**src/rtl/mmio_uart_tx.sv**
```systemverilog
// Memory-mapped 8N1 UART transmitter: CPU stores bytes into a small TX FIFO that a serializer drains onto tx.
// Reads are combinational (zero latency); a store to a full FIFO is dropped and flagged, never stalled.
module mmio_uart_tx #(
    parameter logic [31:0] BASE_ADDR    = 32'h0000_1000,
    parameter int          CLKS_PER_BIT = 16,
    parameter int          FIFO_DEPTH   = 4
) (
    input  logic        clk,
    input  logic        rst_n,
    input  logic [31:0] addr,
    input  logic [31:0] write_data,
    input  logic        write_enable,
    output logic [31:0] data,
    output logic        tx,
    output logic        irq
);

    localparam int PW = $clog2(FIFO_DEPTH);
    localparam int CW = PW + 1;
    localparam int KW = $clog2(CLKS_PER_BIT);
    localparam logic [CW-1:0] DEPTH_C  = CW'(FIFO_DEPTH);
    localparam logic [KW-1:0] CLK_LAST = KW'(CLKS_PER_BIT - 1);

    typedef enum logic [1:0] {S_IDLE, S_START, S_DATA, S_STOP} state_t;

    state_t        r_state;
    state_t        w_state_nxt;
    logic [7:0]    r_mem [FIFO_DEPTH];
    logic [PW-1:0] r_wr_ptr;
    logic [PW-1:0] r_rd_ptr;
    logic [CW-1:0] r_count;
    logic          r_ovf;
    logic          r_enable;
    logic          r_irq_en;
    logic [7:0]    r_shift;
    logic [7:0]    w_shift_nxt;
    logic [KW-1:0] r_clk_cnt;
    logic [KW-1:0] w_clk_cnt_nxt;
    logic [2:0]    r_bit_cnt;
    logic [2:0]    w_bit_cnt_nxt;
    logic          r_tx;
    logic          w_tx_nxt;

    logic w_sel;
    logic w_wr;
    logic w_push;
    logic w_pop;
    logic w_accept;
    logic w_drop;
    logic w_empty;
    logic w_full;
    logic w_bit_end;
    logic w_busy;
    logic w_unused;

    assign w_sel     = (addr[31:4] == BASE_ADDR[31:4]);
    assign w_wr      = write_enable & w_sel;
    assign w_push    = w_wr & (addr[3:2] == 2'd0);
    assign w_empty   = (r_count == '0);
    assign w_full    = (r_count == DEPTH_C);
    // A pop in the same cycle frees the slot the push lands in.
    assign w_accept  = w_push & (~w_full | w_pop);
    assign w_drop    = w_push & ~w_accept;
    assign w_bit_end = (r_clk_cnt == CLK_LAST);
    assign w_busy    = (r_state != S_IDLE);
    assign w_unused  = ^{addr[1:0], write_data[31:8]};

    assign tx  = r_tx;
    assign irq = r_irq_en & w_empty & ~w_busy;

    always_ff @(posedge clk) begin
        if (w_accept) begin
            r_mem[r_wr_ptr] <= write_data[7:0];
        end
    end

    always_ff @(posedge clk or negedge rst_n) begin
        if (!rst_n) begin
            r_wr_ptr <= '0;
            r_rd_ptr <= '0;
            r_count  <= '0;
            r_ovf    <= 1'b0;
            r_enable <= 1'b0;
            r_irq_en <= 1'b0;
        end else begin
            if (w_accept) begin
                r_wr_ptr <= r_wr_ptr + 1'b1;
            end
            if (w_pop) begin
                r_rd_ptr <= r_rd_ptr + 1'b1;
            end
            case ({w_accept, w_pop})
                2'b10:   r_count <= r_count + 1'b1;
                2'b01:   r_count <= r_count - 1'b1;
                default: r_count <= r_count;
            endcase
            // A dropped push wins over a same-cycle clear.
            if (w_drop) begin
                r_ovf <= 1'b1;
            end else if (w_wr && addr[3:2] == 2'd1 && write_data[3]) begin
                r_ovf <= 1'b0;
            end
            if (w_wr && addr[3:2] == 2'd2) begin
                r_enable <= write_data[0];
                r_irq_en <= write_data[1];
            end
        end
    end

    always_ff @(posedge clk or negedge rst_n) begin
        if (!rst_n) begin
            r_state   <= S_IDLE;
            r_shift   <= '0;
            r_clk_cnt <= '0;
            r_bit_cnt <= '0;
            r_tx      <= 1'b1;
        end else begin
            r_state   <= w_state_nxt;
            r_shift   <= w_shift_nxt;
            r_clk_cnt <= w_clk_cnt_nxt;
            r_bit_cnt <= w_bit_cnt_nxt;
            r_tx      <= w_tx_nxt;
        end
    end

    always_comb begin
        w_state_nxt = r_state;
        w_pop       = 1'b0;
        case (r_state)
            S_IDLE: begin
                if (r_enable && !w_empty) begin
                    w_pop       = 1'b1;
                    w_state_nxt = S_START;
                end
            end
            S_START: begin
                if (w_bit_end) begin
                    w_state_nxt = S_DATA;
                end
            end
            S_DATA: begin
                if (w_bit_end && r_bit_cnt == 3'd7) begin
                    w_state_nxt = S_STOP;
                end
            end
            S_STOP: begin
                // Pop on the last stop cycle so the next start bit follows with no idle gap.
                if (w_bit_end) begin
                    if (r_enable && !w_empty) begin
                        w_pop       = 1'b1;
                        w_state_nxt = S_START;
                    end else begin
                        w_state_nxt = S_IDLE;
                    end
                end
            end
            default: w_state_nxt = S_IDLE;
        endcase
    end

    always_comb begin
        w_clk_cnt_nxt = (r_state == S_IDLE || w_bit_end) ? '0 : r_clk_cnt + 1'b1;
        w_bit_cnt_nxt = r_bit_cnt;
        w_shift_nxt   = r_shift;
        if (r_state != S_DATA) begin
            w_bit_cnt_nxt = '0;
        end else if (w_bit_end) begin
            w_bit_cnt_nxt = r_bit_cnt + 1'b1;
        end
        if (w_pop) begin
            w_shift_nxt = r_mem[r_rd_ptr];
        end else if (r_state == S_DATA && w_bit_end) begin
            w_shift_nxt = {1'b0, r_shift[7:1]};
        end
        // tx is registered from the upcoming state so it changes on the same edge as the FSM.
        case (w_state_nxt)
            S_START: w_tx_nxt = 1'b0;
            S_DATA:  w_tx_nxt = w_shift_nxt[0];
            default: w_tx_nxt = 1'b1;
        endcase
    end

    always_comb begin
        data = '0;
        if (w_sel) begin
            case (addr[3:2])
                2'd1: begin
                    data[0]    = w_busy;
                    data[1]    = w_full;
                    data[2]    = w_empty;
                    data[3]    = r_ovf;
                    data[7+:8] = 8'(r_count);
                end
                2'd2:    data[1:0] = {r_irq_en, r_enable};
                default: data = '0;
            endcase
        end
    end

endmodule

```
**config.mk**
```make
export PLATFORM = sky130hd
export DESIGN_NAME = mmio_uart_tx
export DESIGN_NICKNAME = d
export VERILOG_FILES = /design/src/rtl/mmio_uart_tx.sv
export SDC_FILE = /design/constraint.sdc
export NUM_CORES = 1
export LEC_CHECK = 0
export ABC_AREA = 1
export CAP_MARGIN = 20
export CORE_MARGIN = 1.5
export CORE_UTILIZATION = 47
export DETAILED_ROUTE_END_ITERATION = 10
export GPL_TIMING_DRIVEN = 0
export HOLD_SLACK_MARGIN = 0.12
export MAX_ROUTING_LAYER = met4
export PLACE_DENSITY = 0.9
export REMOVE_ABC_BUFFERS = 1
export SLEW_MARGIN = 20
export SYNTH_ARGS = -nofsm -noshare
export SYNTH_HDL_FRONTEND = slang
export SYNTH_SLANG_ARGS = --single-unit
```
**constraint.sdc**
```tcl
create_clock -name clk -period 3.1 [get_ports clk]
set_input_delay 0.31 -clock clk [delete_from_list [all_inputs] [get_ports clk]]
set_output_delay 0.31 -clock clk [all_outputs]
set_load 0.1 [all_outputs]
```
Yosys cells after proc, flatten, opt, wreduce, memory -nomap -nowiden
Memories as Yosys holds them, arrays and structs flattened.
Cells that the tools add are included.
{"block": "word_totals", "reg_bits": 28, "mem_bits_rw": 32, "output_inout_bits": 34, "mem_count": 1}
{"block": "classes", "add_sub_neg": 6, "n_eq_ne": 14, "n_mux": 24, "bitwise_logic": 10, "n_reduce_logical": 16}
{"memory": "r_mem", "words": 4, "word_bits": 8, "read_ports": 1, "rd_clocked_by_memory_dff": 0, "wr": 1, "line": "28", "source": "logic [7:0] r_mem [FIFO_DEPTH];"}
{"cell": "28-bit by 9-bit == test with 1-bit output, second input constant", "n": 1}
{"cell": "8-bit 2-to-1 mux", "n": 2}
{"cell": "2-bit == test, second input constant", "n": 5}
{"cell": "10-bit 2-to-1 mux", "n": 1}
{"cell": "2-bit 2-to-1 mux", "n": 5}
{"cell": "2-bit nonzero test", "n": 5}
{"cell": "3-bit 2-to-1 mux", "n": 3}
{"cell": "2-bit by 1-bit == test with 1-bit output, second input constant", "n": 4}
{"cell": "2-bit one-hot mux with 4 select lines", "n": 1}
{"cell": "1-bit 2-to-1 mux", "n": 7}
{"cell": "3-bit by 1-bit adder with 3-bit output, second input constant", "n": 2}
{"cell": "1-bit bitwise AND", "n": 6}
{"cell": "3-bit == test, second input constant", "n": 2}
{"cell": "1-bit logical AND", "n": 6}
{"cell": "3-bit one-hot mux with 2 select lines", "n": 1}
{"cell": "2-bit by 1-bit adder with 2-bit output, second input constant", "n": 2}
{"cell": "4-bit by 1-bit adder with 4-bit output, second input constant", "n": 1}
{"cell": "4-bit == test, second input constant", "n": 1}
{"cell": "2-bit zero test", "n": 2}
{"cell": "4-bit 2-to-1 mux", "n": 1}
{"cell": "1-bit one-hot mux with 2 select lines", "n": 2}
{"cell": "2-bit one-hot mux with 2 select lines", "n": 1}
{"cell": "3-bit zero test", "n": 1}
{"cell": "1-bit NOT", "n": 3}
{"cell": "other kinds (5)", "n": 5}

Logic depth before layout (Yosys ltp)
Gate-level depths: netlist of the first run.
{"block": "depth", "depth_word": 11, "mapped_depth": 14}

Worst setup path after synthesis of the first run
Ideal clock, no wire load.
{"block": "synth_timing", "path_kind": "input to output", "from": "in addr[27]", "to": "out data[1]", "arrival_time_ns": 2.342, "required_ns": 2.790, "slack_ns": 0.448, "stages": 7, "n_path_buf": 0, "cell_sequence": "nor2_1 -> nand2_1 -> nor2_1 -> nand2_1 -> nor2_2 -> nand2_1 -> a21oi_1"}
{"block": "synth_between", "elab_chain_len": 2}
{"element": "start: declaration", "line": "10", "source": "input logic [31:0] addr,"}
{"element": "28-bit by 9-bit == test with 1-bit output", "line": "56", "source": "assign w_sel = (addr[31:4] == BASE_ADDR[31:4]);"}
{"element": "10-bit 2-to-1 mux", "line": "185", "source": "if (w_sel) begin"}
{"element": "end: declaration", "line": "13", "source": "output logic [31:0] data,"}
Every way passes these cells.

Final worst setup path of the first run
{"block": "layout_timing", "from": "in addr[12]", "to": "out data[3]"}
The elaborated chain is that of the path after synthesis.

==> flow_summary.json, run 1 <==
{
  "fin_skew_ns": 0.00916,
  "synth_area_leaders": "edfxtp_1 (30%), dfrtp_1 (21%), nand2_1 (8.4%)",
  "dp_cells": 485,
  "cp_max_fo": 2,
  "hold_ws_ns": 0.464,
  "slowest_stage": "clkdlybuf4s50_1",
  "grt-ovfl-total": 0,
  "p_leak_nw": 1.87,
  "crit-reg2reg-launch": "r_state[0]$_DFF_PN0_",
  "critPathMaxStageDelay_ns": 1.14,
  "cts_root_buf": "clkbuf_8",
  "synth_edf_count": 32,
  "ys_ff_latch": 60,
  "status": "completed",
  "netSwitchingFraction_pct": 26.2,
  "crit_arrival_ns": 2.46,
  "clock-sinks": 60,
  "startpoint_type": "input port",
  "regArea_um2": 1660,
  "rsz0062_at_grt": "false",
  "tns_ns": 0,
  "drive_gt1_share_pct": 7.11,
  "io_pins": 101,
  "end_kind": "output port",
  "crit_type": "input port to output port",
  "wl_um": 6560,
  "drt_iter0_markers": 143,
  "synthTopCellsByCount": "nand2_1 (73), nor2_1 (56), inv_1 (38)",
  "p_switching_w": 0.000476,
  "combPwrFrac_pct": 11.8,
  "max_freq_mhz": 361,
  "yosysMostFrequentCell": "nand2_1",
  "post-synth-top-area-cell": "edfxtp_1",
  "crit_end": "data[3]",
  "numCtsBuffers": 9,
  "drt_first_pass_iters": 4,
  "grt_max_degree": 29,
  "r2r-end": "r_count[2]$_DFFE_PN0P_",
  "dieHeight_um": 86.1,
  "critical_path_buf_inv_count": 2,
  "min_path_type": "flop to flop",
  "row_count": 30,
  "fin_crit_sh_pct": 89.5,
  "initial_core_util_pct": 48.3,
  "synth_area_per_cell_um2": 8.97,
  "multi_input_area_um2": 1290,
  "vias": 2520,
  "slew_viol_final": 0,
  "core_area_um2": 6720,
  "period_needed_ns": 2.77,
  "yosysWarnings": 0,
  "via_per_inst": 5.02,
  "worstMarginPinSlew_ns": 0.983,
  "die_w_um": 86.1,
  "syn_to_final_growth_pct": 21.6,
  "max_cap_violations": 0,
  "grt_pass1_vias": 2446,
  "final.fill_count": 525,
  "power_frac_seq_pct": 46.3,
  "required_ns": 2.79,
  "syn_inst": 362,
  "r2r_cells": 13,
  "fin_nets": 501,
  "detail_route.wl_per_cell_um": 13.1,
  "layout.cells.non_filler": 502,
  "critical_path.cell_chain": "clkdlybuf4s50_1 > nand2_1 > nor2_1 > nand2_1 > nor2_1 > nand2_1 > nor2_1 > clkdlybuf4s50_1",
  "yosysSeqAreaShare_pct": 51.2,
  "clockBufferDepth": 2,
  "synth.distinct_cells": 34,
  "path_clk_slew_ns": 0.07,
  "cts_tree": "yes",
  "antenna_found_initial": 0,
  "hpwl_um": 4670,
  "p_per_area_nw_per_um2": 460,
  "path_delay_family": "buffers and inverters",
  "htreeDepth": 3,
  "post_cts.repair.setup_buffers": 0,
  "setup_violations": 0,
  "clk_latency_ns": 0.33,
  "diodes": 0,
  "die-area_um2": 7410,
  "routabilityCongestion": 0.903,
  "drcViolationCount": 0,
  "crit_cells": 8,
  "p_int_w": 0.00134,
  "ff2ff_setup_slack_ns": 0.47,
  "grt_pass1_wl_um": 11000,
  "pwr-share-clk_pct": 41.9,
  "synth_top_area_share_pct": 29.6,
  "numPortBuffers": 49,
  "hold_viol": 0,
  "relSlewSlack_pct": 34.3,
  "antenna_left": 0,
  "synthFlopType": "edfxtp_1",
  "ys_async_sr_fraction_pct": 46.7,
  "setup.worst_path.start": "addr[12]",
  "grt.total_usage_pct": 20.0,
  "syn_area_um2": 3250,
  "max-vdd-ir-drop_mv": 0.299
}
## worst min-delay path by stage
stage                               end  slack (ns)                    from  depth (start not counted)
3_3_place_gp     r_clk_cnt[0]$_DFF_PN0_        0.45  r_clk_cnt[0]$_DFF_PN0_                          1
4_1_cts          r_clk_cnt[0]$_DFF_PN0_        0.47  r_clk_cnt[0]$_DFF_PN0_                          1
2_1_floorplan  r_bit_cnt[0]$_DFFE_PN0P_        0.01                   rst_n                          0
5_1_grt          r_clk_cnt[0]$_DFF_PN0_        0.50  r_clk_cnt[0]$_DFF_PN0_                          1
6_report         r_clk_cnt[0]$_DFF_PN0_        0.46  r_clk_cnt[0]$_DFF_PN0_                          1
3_5_place_dp     r_shift[5]$_DFFE_PN0P_        0.36                   rst_n                          1
## cell usage in the layout, fill, tap and decap left out, drive strengths merged
cell and instances:
nand4 4, dlymetal6s2s 6, inv 39, xnor2 1
o22ai 2, bufinv 2, clkinv 6, buf 1
xor2 3, a21boi 1, ha 16, dfstp 1
nor2 59, conb 25, dlygate4sd3 1, edfxtp 32
fa 1, clkinvlp 2, dfrtp 27, a22oi 1
o21ai 23, clkbuf 9, a21oi 10, a22o 2
clkdlybuf4s50 42, nand3 26, nand2 79, nor3 1
## logic make-up after synthesis
group / Yosys count / synth area share (%)
fa+ha+maj: 17 / 6.78
flops: 60 / 51.2
simple gates: 169 / 22.7
buf+inv: 72 / 11.6
other cells: 1 / 0.116
xor+xnor: 4 / 1.08
compound gates: 39 / 6.48
## metal layers
| layer | wire length (um) | global-route usage (%) | vias to the layer above |
|---|---|---|---|
| li1 | - | - | 1235 |
| met1 | 2500 | 22.3 | 1189 |
| met2 | 3610 | 34.9 | 88 |
| met3 | 372 | 3.95 | 8 |
| met4 | 74 | 8.36 | 0 |
| met5 | 0 | - | - |
## final cells by class
cell class / count / share of cell area (%)
Clock buffer: 9 / 3.14
Multi-Input combinational cell: 254 / 32.8
Timing Repair Buffer: 50 / 12.9
Inverter: 42 / 4.15
Tap cell: 80 / 2.54
Sequential cell: 60 / 42.1
Clock inverter: 7 / 2.31
## sequential cells by signal, summed over array words and instances (netlist names), 2 cells and up
signal     flops
r_mem         32
r_clk_cnt      4
r_rd_ptr       2
r_bit_cnt      3
r_wr_ptr       2
r_count        3
r_shift        8
r_state        2
## what timing repair did
item / in CTS / in global routing
hold buffers: 1 / 0
gates resized for setup: 0 / 6
endpoints found under the hold margin: 27 / 0
endpoints found under the setup margin: 0 / 6
## power by group through the flow
| stage | combinational [W] | sequential (W) | clock [W] |
|---|---|---|---|
| 2_1_floorplan | 0.000146 | 0.000857 | 0 |
| 6_report | 0.000215 | 0.000841 | 0.000761 |
| 3_5_place_dp | 0.000213 | 0.000857 | 0 |
| 4_1_cts | 0.000215 | 0.000841 | 0.000760 |
| 5_1_grt | 0.000226 | 0.000840 | 0.000795 |
| 3_3_place_gp | 0.000210 | 0.000857 | 0 |
## metrics by stage
stage | util [%] | area, um2 | setup slack (ns) | power (W)
3_3_place_gp | 55.3 | 3710 | 0.0771 | 0.00107
5_1_grt | 58.8 | 3950 | 0.199 | 0.00186
6_report | 58.8 | 3950 | 0.326 | 0.00182
2_1_floorplan | - | 3120 | 0.448 | 0.00100
3_5_place_dp | 55.2 | 3710 | 0.0410 | 0.00107
4_1_cts | 58.5 | 3930 | 0.0410 | 0.00182
(Power assumes the default switching activity.)
==> inputs of run 2 (changes only) <==
--- a/config.mk
+++ b/config.mk
@@ -7,13 +7,13 @@
 export LEC_CHECK = 0
 export ABC_AREA = 1
 export CAP_MARGIN = 20
-export CORE_MARGIN = 1.5
+export CORE_MARGIN = 3
 export CORE_UTILIZATION = 47
 export DETAILED_ROUTE_END_ITERATION = 10
 export GPL_TIMING_DRIVEN = 0
 export HOLD_SLACK_MARGIN = 0.12
 export MAX_ROUTING_LAYER = met4
-export PLACE_DENSITY = 0.9
+export PLACE_DENSITY_LB_ADDON = 0.12
 export REMOVE_ABC_BUFFERS = 1
 export SLEW_MARGIN = 20
 export SYNTH_ARGS = -nofsm -noshare
==> run 2 against run 1 <==
Net effect:
- combinational power about the same
- cell count is 0.60% lower
- critical path depth unchanged
- clock-buffer cell count stayed put
- wire length decreased by 7.4%
- clock power is 13% higher
- worst hold slack got worse by 0.0053 ns
- final area increased by 0.70%
- register-to-register slack better by 0.12 ns
- largest cell class unchanged
- highest routed layer unchanged
==> flow_summary.json, run 2 (same netlist as run 1, synthesis figures left out) <==
{
  "status": "completed",
  "min_path_type": "flop to flop",
  "setup_violations": 0,
  "cts_root_buf": "clkbuf_8",
  "grt_max_degree": 29,
  "stdcell_area_um2": 3980,
  "wl_met3_um": 282,
  "cts_tree": "yes",
  "clk_latency_ns": 0.33,
  "hpwl_um": 4410,
  "path_clk_slew_ns": 0.07,
  "htreeDepth": 3,
  "p_switching_w": 0.000484,
  "crit_arrival_ns": 2.42,
  "startpoint_type": "input port",
  "numCtsBuffers": 9,
  "die_w_um": 89.1,
  "max_cap_violations": 0,
  "row_count": 29,
  "antenna_left": 0,
  "drt_first_pass_iters": 4,
  "detail_route.wl_per_cell_um": 12.2,
  "highest_layer": "met4",
  "relSlewSlack_pct": 34.4,
  "p_per_area_nw_per_um2": 482,
  "die-area_um2": 7940,
  "grt_pass1_vias": 2188,
  "largest_register": "r_mem",
  "via_per_inst": 4.76,
  "top_regs": "r_mem: 32 flops, r_shift: 8 flops, r_clk_cnt: 4 flops",
  "drt_iter0_markers": 101,
  "initial_core_util_pct": 49.7,
  "final.fill_count": 581,
  "numPortBuffers": 49,
  "antenna_found_initial": 0,
  "vias": 2377,
  "final_common_cell": "nand2_1",
  "wl_met1_um": 2800,
  "post_cts.repair.setup_buffers": 0,
  "grt_pass1_wl_um": 10000,
  "combPwrFrac_pct": 11.1,
  "core_area_um2": 6530,
  "end_kind": "output port",
  "slew_viol_final": 0,
  "rsz0062_at_grt": "false",
  "fin_skew_ns": 0.0129,
  "crit_type": "input port to output port",
  "syn_to_final_growth_pct": 22.5,
  "fin_nets": 501,
  "drive_gt1_share_pct": 7.58,
  "largest_reg_flops": 32,
  "post-route-util_pct": 60.9,
  "dieHeight_um": 89.1,
  "p_int_w": 0.00143,
  "power_frac_seq_pct": 43.9,
  "max-vdd-ir-drop_mv": 0.347,
  "p_leak_nw": 1.89,
  "netSwitchingFraction_pct": 25.3,
  "routabilityCongestion": 0.791,
  "wl_um": 6080,
  "fin_crit_sh_pct": 87.9,
  "hold_viol": 0,
  "clockBufferDepth": 2,
  "diodes": 0,
  "period_needed_ns": 2.73,
  "drcViolationCount": 0,
  "required_ns": 2.79,
  "max_freq_mhz": 367,
  "final_cell_mix": "nand2_1 (73), nor2_1 (56), clkdlybuf4s50_1 (42)",
  "grt.total_usage_pct": 17.1,
  "tns_ns": 0,
  "io_pins": 101,
  "clock-sinks": 60,
  "pwr-share-clk_pct": 45.0,
  "cp_max_fo": 2,
  "grt-ovfl-total": 0,
  "wl_met2_um": 2970,
  "dpl_cell_area_um2": 3700,
  "worstMarginPinSlew_ns": 0.983
}
[run 2: cell count changes in the layout (fill, tap and decap cells not counted)]
cell       before  now
clkinv_1        3    1
inv_6           0    2
bufinv_16       2    3
clkinv_4        2    1
[run 2: cell type report]
class                      instances  area (um2)  share of cell area (%)
timing repair buffer              50         510                    12.8
tap                               77        96.3                    2.42
sequential                        60        1660                    41.8
multi-input combinational        254        1290                    32.6
clock buffer                       9         124                    3.12
inverter                          42         164                    4.12
clock inverter                     7         123                    3.08
[run 2: power by group through the flow]
stage | Sequential (W) | Combinational, W | Clock [W]
6_report | 0.000840 | 0.000213 | 0.000861
5_1_grt | 0.000840 | 0.000224 | 0.000917
4_1_cts | 0.000840 | 0.000213 | 0.000875
3_5_place_dp | 0.000857 | 0.000212 | 0
3_3_place_gp | 0.000857 | 0.000211 | 0
2_1_floorplan | 0.000857 | 0.000146 | 0
[run 2: worst max-delay path: stages]
cell and delay [ns]:
clkdlybuf4s50_1 0.48, nand2_1 0.06, nor2_1 0.09, nand2_1 0.06, nor2_1 0.11, nand2_1 0.08
nor2_1 0.08, clkdlybuf4s50_1 1.14
[run 2: path summary, 6_finish.rpt]
path / slack, ns / end / cells past startpoint / start
setup reg to reg: 0.59 / r_count[2]$_DFFE_PN0P_ / 13 / r_state[0]$_DFF_PN0_
hold / removal: 0.46 / r_clk_cnt[0]$_DFF_PN0_ / 1 / r_clk_cnt[0]$_DFF_PN0_
min in group asynchronous: 0.53 / r_clk_cnt[0]$_DFF_PN0_ / 2 / rst_n
hold reg to reg: 0.46 / r_clk_cnt[0]$_DFF_PN0_ / 1 / r_clk_cnt[0]$_DFF_PN0_
max in group asynchronous: 2.14 / r_shift[3]$_DFFE_PN0P_ / 2 / rst_n
setup / recovery: 0.37 / data[3] / 8 / addr[12]
[run 2: what timing repair did]
action                     4_1_cts  5_1_grt
hold buffers                     1        0
hold endpoints to repair        27        0
resized for setup                0        6
setup endpoints to repair        0        6
[run 2: metal layers]
metal / global-route usage [%] / vias to the layer above
met2: 27.3 / 63
met1: 21.6 / 1080
met4: 3.65 / 0
met3: 5.25 / 4
met5: - / -
li1: - / 1230
[run 2: metrics by stage]
stage	std cells	hold slack (ns)	setup WS, ns	total power (W)
global route	499	0.481	0.206	0.00198
CTS	499	0.466	0.0442	0.00193
finish	499	0.459	0.374	0.00191
floorplan	356	0.0144	0.448	0.00100
global placement	482	0.450	0.0479	0.00107
detailed placement	482	0.377	0.0420	0.00107
==> inputs of run 3 (changes only) <==
--- a/config.mk
+++ b/config.mk
@@ -7,6 +7,7 @@
 export LEC_CHECK = 0
 export ABC_AREA = 1
 export CAP_MARGIN = 20
+export CORE_ASPECT_RATIO = 0.75
 export CORE_MARGIN = 3
 export CORE_UTILIZATION = 47
 export DETAILED_ROUTE_END_ITERATION = 10
==> constraint.sdc (replaced) <==
create_clock -name clk -period 2.64 [get_ports clk]
set_input_delay 0.264 -clock clk [delete_from_list [all_inputs] [get_ports clk]]
set_output_delay 0.264 -clock clk [all_outputs]
set_load 0.1 [all_outputs]
==> run 3 against run 2 <==
Net effect:
- critical path depth down 3
- via count down 1.6%
- combinational power grew 18%
- critical path type is now flop to output port
- clock power down 9.3%
- sequential share of layout area is 0.61 points higher
- flip-flop and latch count unchanged
- largest cell class unchanged
- worst hold slack improved by 0.0065 ns
- sequential power up 18%
- non-clock buffer count increased by 2
- global-route usage increased by 0.13 points
- power grew 5.5%
- final area fell by 1.4%
==> flow_summary.json, run 3 (same netlist as run 1, synthesis figures left out) <==
{
  "die_w_um": 102,
  "path_clk_slew_ns": 0.06,
  "critical_path.cell_chain": "inv_1 > ha_1 > nand2_1 > nor2_1 > dlygate4sd2_1",
  "crit_arrival_ns": 2.14,
  "max_cap_violations": 0,
  "grt_max_degree": 29,
  "worstMarginPinSlew_ns": 0.964,
  "dieHeight_um": 78.0,
  "hpwl_um": 4550,
  "setup.worst_path.start": "r_state[0]$_DFF_PN0_",
  "grt_pass1_wl_um": 10200,
  "slew_viol_final": 0,
  "clk_latency_ns": 0.33,
  "slowest_stage": "dlygate4sd2_1",
  "antenna_found_initial": 0,
  "io_pins": 101,
  "regArea_um2": 1660,
  "layout.cells.non_filler": 505,
  "max_freq_mhz": 416,
  "numCtsBuffers": 9,
  "die-area_um2": 7950,
  "drcViolationCount": 0,
  "htreeDepth": 3,
  "fin_skew_ns": 0.00570,
  "grt_pass1_vias": 2136,
  "cp_max_fo": 5,
  "p_leak_nw": 1.77,
  "cts_tree": "yes",
  "largest_reg_flops": 32,
  "grt.total_usage_pct": 17.3,
  "dpl_cell_area_um2": 3710,
  "end_kind": "output port",
  "multi_input_area_um2": 1290,
  "crit_type": "flop to output port",
  "tns_ns": 0,
  "final_common_cell": "nand2_1",
  "drt_iter0_markers": 116,
  "clockBufferDepth": 2,
  "numPortBuffers": 49,
  "initial_core_util_pct": 49.9,
  "fin_crit_sh_pct": 91.0,
  "setup_violations": 0,
  "via_per_inst": 4.63,
  "grt-ovfl-total": 0,
  "final.fill_count": 581,
  "hold_viol": 0,
  "largest_register": "r_mem",
  "final_cell_mix": "nand2_1 (73), nor2_1 (56), clkdlybuf4s50_1 (40)",
  "syn_to_final_growth_pct": 20.7,
  "core_area_um2": 6510,
  "rsz0062_at_grt": "false",
  "routabilityCongestion": 0.792,
  "diodes": 0,
  "relSlewSlack_pct": 35.5,
  "max-vdd-ir-drop_mv": 0.407,
  "fin_nets": 503,
  "min_from": "r_clk_cnt[0]$_DFF_PN0_",
  "required_ns": 2.38,
  "status": "completed",
  "startpoint_type": "flop",
  "cts_root_buf": "clkbuf_8",
  "top_regs": "r_mem: 32 flops, r_shift: 8 flops, r_clk_cnt: 4 flops",
  "critPathMaxStageDelay_ns": 0.86,
  "antenna_left": 0,
  "period_needed_ns": 2.40,
  "crit-reg2reg-launch": "r_state[1]$_DFF_PN0_",
  "detail_route.wl_per_cell_um": 12.3,
  "row_count": 25,
  "clock-sinks": 60,
  "p_per_area_nw_per_um2": 515,
  "vias": 2339,
  "stdcell_area_um2": 3920,
  "drive_gt1_share_pct": 9.43,
  "drt_first_pass_iters": 4,
  "ff2ff_setup_slack_ns": 0.25,
  "wl_um": 6210,
  "dp_cells": 486,
  "min_path_type": "flop to flop"
}
-- run 3: cell types whose count changed in the layout (fill, tap and decap cells not counted), moves of 2 or more --
cell and delta:
buf_4 +2, bufinv_16 -2, clkbuf_2 +2, clkdlybuf4s15_2 +4
clkdlybuf4s50_1 -2, clkinv_2 +2, dlygate4sd2_1 +2, dlymetal6s2s_1 -6
inv_6 -2
-- run 3: worst max-delay path, delay by kind of cell (launching register included) --
kind / cells / cell delay (ns)
flops: 1 / 0.41
fa+ha+maj: 1 / 0.22
buf+inv: 2 / 1.02
simple gates: 2 / 0.17
-- run 3: final cells by class --
type / instances / area share (%)
inverters: 42 / 4.18
clock buffers: 9 / 3.16
clock inverters: 7 / 1.72
flip-flops and latches: 60 / 42.4
repair buffers: 52 / 12.8
multi-input cells: 254 / 33.1
well taps: 81 / 2.59
-- run 3: what timing repair did --
action	in CTS	in global routing
setup endpoints to repair	8	24
gates resized for setup	16	5
hold endpoints to repair	27	0
pin swaps	0	1
setup buffers	0	2
hold buffers	1	0
-- run 3: per-layer routing --
metal  up-vias  track usage (%)  routed length [um]
li1       1233                -                   -
met1      1038             24.2                3050
met2        62             24.5                2700
met3         6             5.39                 385
met4         0             4.33                  70
met5         -                -                   0
-- run 3: through the flow --
step | worst slack (ns) | total power (W) | util, % | hold WS [ns]
floorplan | 0.0509 | 0.00118 | - | -0.0316
global placement | -0.307 | 0.00125 | 57.1 | 0.450
detailed placement | -0.345 | 0.00126 | 57.0 | 0.336
CTS | 0.0131 | 0.00204 | 60.1 | 0.465
global route | 0.0447 | 0.00210 | 60.2 | 0.492
finish | 0.236 | 0.00202 | 60.2 | 0.465
-- run 3: where the power goes --
part / total (W) / switching [W] / internal [W]
Clock: 0.000781 / 0.000351 / 0.000430
Sequential: 0.000987 / 0.000000000124 / 0.000987
Combinational: 0.000251 / 0.000191 / 0.0000597
Total: 0.00202 / 0.000542 / 0.00148
-- run 3: worst paths after layout --
| check | endpoint | cells after the start |
|---|---|---|
| worst max register to register | r_count[2]$_DFFE_PN0P_ | 13 |
| worst min register to register | r_clk_cnt[0]$_DFF_PN0_ | 1 |
| worst max-delay path | irq | 5 |
| worst min-delay path | r_clk_cnt[0]$_DFF_PN0_ | 1 |
| max in group asynchronous | r_rd_ptr[1]$_DFFE_PN0N_ | 2 |
| min in group asynchronous | r_bit_cnt[2]$_DFFE_PN0P_ | 2 |
